File: src/rtl/p0011_scan_ctrl.sv
// Scan sequencer for the Euler 11 adjacent-product search over an N x N grid ROM.
// Optional `define P0011_LOCATION_EN adds best_row/best_col/best_dir outputs.
module p0011_scan_ctrl #(
    parameter int N       = 20,
    parameter int RUN     = 4,
    parameter int DW      = 8,
    parameter int MAX_VAL = 99,
    parameter int RW      = 32
) (
    input  logic                    clk,
    input  logic                    rst,
    input  logic                    start,
    output logic [$clog2(N*N)-1:0]  grid_addr,
    output logic                    grid_rd,
    input  logic [DW-1:0]           grid_data,
    output logic [RW-1:0]           result,
    output logic                    done,
    output logic                    error
`ifdef P0011_LOCATION_EN
    ,
    output logic [4:0]              best_row,
    output logic [4:0]              best_col,
    output logic [1:0]              best_dir
`endif
);

    localparam int AW = $clog2(N*N);
    localparam int CW = $clog2(N);
    localparam int KW = $clog2(RUN+1);

    // Direction codes: 0 right, 1 down-right, 2 down, 3 down-left
    typedef enum logic [2:0] {
        S_IDLE, S_NEXT, S_ISSUE, S_DRAIN, S_COMPARE, S_DONE, S_ERR
    } state_t;

    state_t          state_q, state_d;
    logic [CW-1:0]   row_q, row_d, col_q, col_d;
    logic [1:0]      dir_q, dir_d;
    logic [KW-1:0]   k_q, k_d;
    logic [AW-1:0]   addr_q, addr_d;
    logic [RW-1:0]   prod_q, prod_d;
    logic [RW-1:0]   result_q, result_d;
`ifdef P0011_LOCATION_EN
    logic [4:0]      brow_q, brow_d, bcol_q, bcol_d;
    logic [1:0]      bdir_q, bdir_d;
`endif

    logic            fit_row, fit_right, fit_left, win_ok, last_cand;
    logic [AW-1:0]   step, base_addr;
    logic [CW-1:0]   nrow, ncol;
    logic [1:0]      ndir;
    logic [2*RW-1:0] prod_w;
    logic            mul_bad;

    assign fit_row   = (32'(row_q) + RUN - 1) < N;
    assign fit_right = (32'(col_q) + RUN - 1) < N;
    assign fit_left  = 32'(col_q) >= (RUN - 1);
    assign base_addr = AW'(32'(row_q) * N + 32'(col_q));
    assign last_cand = (row_q == CW'(N-1)) && (col_q == CW'(N-1))
                    && (dir_q == 2'd3);

    assign prod_w  = (2*RW)'(prod_q) * (2*RW)'(grid_data);
    assign mul_bad = (grid_data > DW'(MAX_VAL))
                  || (prod_w[2*RW-1:RW] != '0);

    always_comb begin
        win_ok = 1'b0;
        step   = '0;
        unique case (dir_q)
            2'd0: begin win_ok = fit_right;            step = AW'(1);   end
            2'd1: begin win_ok = fit_row && fit_right; step = AW'(N+1); end
            2'd2: begin win_ok = fit_row;              step = AW'(N);   end
            2'd3: begin win_ok = fit_row && fit_left;  step = AW'(N-1); end
        endcase
    end

    always_comb begin
        nrow = row_q;
        ncol = col_q;
        ndir = dir_q + 2'd1;
        if (dir_q == 2'd3) begin
            if (col_q == CW'(N-1)) begin
                ncol = '0;
                nrow = row_q + CW'(1);
            end else begin
                ncol = col_q + CW'(1);
            end
        end
    end

    always_comb begin
        state_d  = state_q;
        row_d    = row_q;
        col_d    = col_q;
        dir_d    = dir_q;
        k_d      = k_q;
        addr_d   = addr_q;
        prod_d   = prod_q;
        result_d = result_q;
`ifdef P0011_LOCATION_EN
        brow_d   = brow_q;
        bcol_d   = bcol_q;
        bdir_d   = bdir_q;
`endif
        unique case (state_q)
            S_IDLE, S_DONE, S_ERR: begin
                if (start) begin
                    result_d = '0;
                    row_d    = '0;
                    col_d    = '0;
                    dir_d    = '0;
`ifdef P0011_LOCATION_EN
                    brow_d   = '0;
                    bcol_d   = '0;
                    bdir_d   = '0;
`endif
                    state_d  = S_NEXT;
                end
            end
            S_NEXT: begin
                if (win_ok) begin
                    prod_d  = RW'(1);
                    k_d     = '0;
                    addr_d  = base_addr;
                    state_d = S_ISSUE;
                end else if (last_cand) begin
                    state_d = S_DONE;
                end else begin
                    row_d = nrow;
                    col_d = ncol;
                    dir_d = ndir;
                end
            end
            S_ISSUE: begin
                addr_d = addr_q + step;
                k_d    = k_q + KW'(1);
                if (k_q == KW'(RUN-1))
                    state_d = S_DRAIN;
                if (k_q != '0) begin
                    prod_d = prod_w[RW-1:0];
                    if (mul_bad)
                        state_d = S_ERR;
                end
            end
            S_DRAIN: begin
                prod_d  = prod_w[RW-1:0];
                state_d = mul_bad ? S_ERR : S_COMPARE;
            end
            S_COMPARE: begin
                if (prod_q > result_q) begin
                    result_d = prod_q;
`ifdef P0011_LOCATION_EN
                    brow_d   = 5'(row_q);
                    bcol_d   = 5'(col_q);
                    bdir_d   = dir_q;
`endif
                end
                if (last_cand) begin
                    state_d = S_DONE;
                end else begin
                    row_d   = nrow;
                    col_d   = ncol;
                    dir_d   = ndir;
                    state_d = S_NEXT;
                end
            end
            default: state_d = S_IDLE;
        endcase
    end

    always_ff @(posedge clk or posedge rst) begin
        if (rst) begin
            state_q  <= S_IDLE;
            row_q    <= '0;
            col_q    <= '0;
            dir_q    <= '0;
            k_q      <= '0;
            addr_q   <= '0;
            prod_q   <= '0;
            result_q <= '0;
`ifdef P0011_LOCATION_EN
            brow_q   <= '0;
            bcol_q   <= '0;
            bdir_q   <= '0;
`endif
        end else begin
            state_q  <= state_d;
            row_q    <= row_d;
            col_q    <= col_d;
            dir_q    <= dir_d;
            k_q      <= k_d;
            addr_q   <= addr_d;
            prod_q   <= prod_d;
            result_q <= result_d;
`ifdef P0011_LOCATION_EN
            brow_q   <= brow_d;
            bcol_q   <= bcol_d;
            bdir_q   <= bdir_d;
`endif
        end
    end

    assign grid_rd   = (state_q == S_ISSUE);
    assign grid_addr = addr_q;
    assign result    = result_q;
    assign done      = (state_q == S_DONE);
    assign error     = (state_q == S_ERR);
`ifdef P0011_LOCATION_EN
    assign best_row  = brow_q;
    assign best_col  = bcol_q;
    assign best_dir  = bdir_q;
`endif

endmodule

File: config.mk
export PLATFORM = sky130hd
export DESIGN_NAME = p0011_scan_ctrl
export DESIGN_NICKNAME = d
export VERILOG_FILES = /design/src/rtl/p0011_scan_ctrl.sv
export SDC_FILE = /design/constraint.sdc
export NUM_CORES = 1
export LEC_CHECK = 0
export BUFFER_PORTS_ARGS = -buffer_cell sky130_fd_sc_hd__buf_2
export CAP_MARGIN = 10
export CORE_MARGIN = 2
export CORE_UTILIZATION = 45
export DETAILED_ROUTE_END_ITERATION = 10
export SLEW_MARGIN = 10
export SYNTH_ARGS = -nofsm -noshare
export SYNTH_HDL_FRONTEND = slang
export SYNTH_SLANG_ARGS = --single-unit
File: constraint.sdc
create_clock -name clk -period 18.5 [get_ports clk]
set_clock_uncertainty 0.05 [all_clocks]
set_input_delay 1.85 -clock clk [delete_from_list [all_inputs] [get_ports clk]]
set_output_delay 1.85 -clock clk [all_outputs]
set_load 0.005 [all_outputs]
==> parameters.txt <==
Parameter                              Value

Setup path
  Kind of capture point of the worst setup path ... flop
  Crit path launch type ... input pin
  Most common cell type on the critical path ... sky130_fd_sc_hd__fa_1
  Worst-path fanout max ... 33
  Cell type of the slowest stage on the worst timing path ... sky130_fd_sc_hd__or4_1
  WS Path Type ... input pin to flop
  Family with the most delay on the worst path ... adder cells
  CP bufs+invs ... 3
  Worst endpoint data arrival time ... 8.14 ns
  Data required time at the worst endpoint ... 18.69 ns
  Register-to-Register Setup Slack ... 11.89 ns
  Cell breakdown of the critical path ... buf_2 -> and2_1 -> fa_1 -> fa_1 -> fa_1 -> inv_1 -> fa_1 -> inv_1 -> ha_1 -> a21oi_2 -> o21ai_2 -> a211o_1 -> a221oi_4 -> o221ai_2 -> or4_4 -> a211oi_2 -> o2111ai_1 -> or4_1 -> a31o_1
  Delay contributed by the slowest stage of the critical path ... 0.63 ns

Status
  Result of the run ... finished clean

Die
  Chip Width ... 178.8 um
  I/O pins ... 55
  Core Rows ... 64
  Placeable Area ... 30350 um2
  Area enclosed by the die boundary ... 31980 um2
  Die Ht ... 178.8 um
  Initial standard-cell utilization of the core ... 0.4532

Layout
  Commonest cells after routing, fill and taps aside ... sky130_fd_sc_hd__inv_1 (279), sky130_fd_sc_hd__and2_1 (217), sky130_fd_sc_hd__fa_1 (183)
  Most frequent standard cell in the layout excluding fill and tap cells ... sky130_fd_sc_hd__inv_1
  Share of layout cells above drive strength 1 ... 0.06037
  Number of nets in the final layout ... 1863
  Ant. Diodes ... 0
  P&R area growth vs syn ... 6.249%

Routing
  Via count ... 10540
  Total DRC errors in the routed layout ... 0
  Residual antenna-violating net count after detailed routing ... 0
  Iter 0 DRT Violations ... 558
  Detailed-routing iteration count for the pre-antenna-repair pass ... 5
  Average wire per standard cell ... 17.67 um
  Vias per std cell ... 5.397
  Drt total wl ... 34500 um

CTS
  Clock buffer count from CTS ... 9
  Hold_buf cts ... 0
  Post-CTS setup buffer count ... 0
  Buffer levels on the longest clock path ... 2
  Gates resized, CTS repair ... 0
  CTS tree ... built
  Cell chosen for the clock root ... sky130_fd_sc_hd__clkbuf_16
  H-tree lvl count ... 3
  Total clock sinks ... 91
  Clock-pin slew of the registers on the worst-case setup and hold paths ... 0.07 ns
  Clock network latency to the later pin of the worst-skew pair ... 0.35 ns

Yosys
  EDFF count, synth ... 0
  Flip-flop and latch count after synthesis ... 91
  Syn Nets ... 1859
  Average instance area after synthesis ... 8.880 um2
  Post-synth cell types ... 66
  Synth Warn # ... 0
  Area of the mapped netlist ... 13760 um2
  Sequential area share after synthesis ... 0.1655
  Most common flop cell mapped by yosys ... sky130_fd_sc_hd__dfrtp_1
  Share of synthesized registers carrying an async set or reset ... 1.000
  Mapped Cells ... 1549

STA
  Time the worst path needs with I/O delays and setup ... 7.953 ns
  Transition time at the pin with the least slew margin ... 1.005 ns
  Max transition margin ... 0.3303
  Unrepaired setup endpoints after global routing ... false
  Pins Over Slew Limit ... 0
  TNS Setup ... 0 ns
  Final hold viol count ... 0
  Max Freq ... 125.7 MHz
  Part of the cycle the worst path needs ... 0.4299
  Final setup violation count ... 0

Hold path
  Worst min-delay path category ... flop to flop

Placement
  Total of buffers placed on input and output ports ... 54
  Detailed placement HPWL ... 26190 um
  RePlAce Congestion ... 0.8970

GRT
  Number of antenna violations at the first check in global routing ... 0
  Maximum number of pins on one net before global-route repair ... 75
  First-pass GRT wire length ... 57420 um
  Vias in the first global route ... 10990
  Global route total overflow ... 0
  Total global-route track usage ... 0.2287

Flow run
  Max Cap Viol ... 0
[final cells by class]
type,instances,area (um2)
clock buffer,14,274.0
clock inverter,1,7.507
fill,2953,15730
inverter,281,1057
multi-input combinational,1110,10190
sequential,91,2277
tap,396,495.5
timing repair buffer,60,315.3
[metal layers]
layer | share of wire | up-vias | track usage
li1 | - | 4978 | -
met2 | 0.46 | 233 | 0.3788
met3 | 0.042 | 29 | 0.02481
met5 | 0 | - | 0
met1 | 0.48 | 5300 | 0.3237
met4 | 0.014 | 0 | 0.04810
[tightest hold or removal path: cells and delay by family, from the launching register on]
family,cells,cell delay [ns]
compound gates,1,0.06
flops,1,0.35
simple gates,1,0.06
[path summary, 6_finish.rpt]
check	endpoint	depth (start not counted)	startpoint
max	state_q[2]$_DFFE_PP0P_	19	grid_data[2]
max in group asynchronous	prod_q[18]$_DFFE_PP0P_	3	rst
min reg2reg	k_q[2]$_DFFE_PP0P_	2	k_q[2]$_DFFE_PP0P_
max reg2reg	state_q[2]$_DFFE_PP0P_	18	prod_q[6]$_DFFE_PP0P_
min in group asynchronous	result[13]$_DFFE_PP0P_	2	rst
min	k_q[2]$_DFFE_PP0P_	2	k_q[2]$_DFFE_PP0P_
[flip-flops by register name (all words and copies together) (netlist names)]
name       count
col_q          5
k_q            3
row_q          5
prod_q        32
grid_addr      9
result        32
dir_q          2
state_q        3
[per-stage QoR]
stage	std cells	hold WS [ns]	utilization	setup WS [ns]	area, um2
4_1_cts	1953	0.4653	0.4816	10.56	14620
3_3_place_gp	1938	0.4385	0.4723	10.25	14330
6_report	1953	0.4589	0.4816	10.55	14620
5_1_grt	1953	0.4877	0.4816	10.31	14620
2_1_floorplan	1549	0.4188	-	11.11	13760
3_5_place_dp	1938	0.4483	0.4723	10.18	14330
[cells in the mapped netlist, types with 3 or more instances]
| library cell | number | area, um2 |
|---|---|---|
| sky130_fd_sc_hd__a211o_1 | 4 | 35.03 |
| sky130_fd_sc_hd__a211oi_1 | 9 | 67.56 |
| sky130_fd_sc_hd__a21o_1 | 38 | 285.3 |
| sky130_fd_sc_hd__a21oi_1 | 58 | 290.3 |
| sky130_fd_sc_hd__a21oi_2 | 6 | 52.55 |
| sky130_fd_sc_hd__a221oi_1 | 3 | 26.28 |
| sky130_fd_sc_hd__a22o_1 | 28 | 245.2 |
| sky130_fd_sc_hd__a311oi_1 | 3 | 26.28 |
| sky130_fd_sc_hd__a31oi_1 | 5 | 31.28 |
| sky130_fd_sc_hd__and2_1 | 217 | 1358 |
| sky130_fd_sc_hd__and3_1 | 10 | 62.56 |
| sky130_fd_sc_hd__buf_1 | 6 | 22.52 |
| sky130_fd_sc_hd__clkbuf_1 | 60 | 225.2 |
| sky130_fd_sc_hd__dfrtp_1 | 91 | 2277 |
| sky130_fd_sc_hd__fa_1 | 183 | 3664 |
| sky130_fd_sc_hd__ha_1 | 116 | 1451 |
| sky130_fd_sc_hd__inv_1 | 280 | 1051 |
| sky130_fd_sc_hd__mux2i_1 | 34 | 340.3 |
| sky130_fd_sc_hd__nand2_1 | 133 | 499.2 |
| sky130_fd_sc_hd__nand2b_1 | 9 | 56.30 |
| sky130_fd_sc_hd__nand3_1 | 20 | 100.1 |
| sky130_fd_sc_hd__nand4_1 | 21 | 131.4 |
| sky130_fd_sc_hd__nor2_1 | 42 | 157.7 |
| sky130_fd_sc_hd__nor2b_1 | 12 | 75.07 |
| sky130_fd_sc_hd__nor3_1 | 7 | 35.03 |
| sky130_fd_sc_hd__nor4_1 | 4 | 25.02 |
| sky130_fd_sc_hd__o211ai_1 | 5 | 37.54 |
| sky130_fd_sc_hd__o21a_1 | 6 | 45.04 |
| sky130_fd_sc_hd__o21ai_0 | 31 | 155.2 |
| sky130_fd_sc_hd__o21ai_1 | 8 | 40.04 |
| sky130_fd_sc_hd__o221ai_1 | 4 | 35.03 |
| sky130_fd_sc_hd__o22ai_1 | 3 | 18.77 |
| sky130_fd_sc_hd__o31ai_1 | 9 | 67.56 |
| sky130_fd_sc_hd__xnor2_1 | 22 | 192.7 |
| sky130_fd_sc_hd__xor2_1 | 19 | 166.4 |
[cell families (layout without fill, tap and decap cells)]
family	Yosys count	after routing	share of synthesized area
simple gates	486	486	0.1885
buf+inv	348	356	0.09505
fa+ha+maj	299	299	0.3718
compound gates	250	250	0.1283
flops	91	91	0.1655
xor+xnor	41	41	0.02610
mux	34	34	0.02474
Power is not shown: default switching activity piles up to over one toggle a cycle in this logic, so the estimate is an artifact.
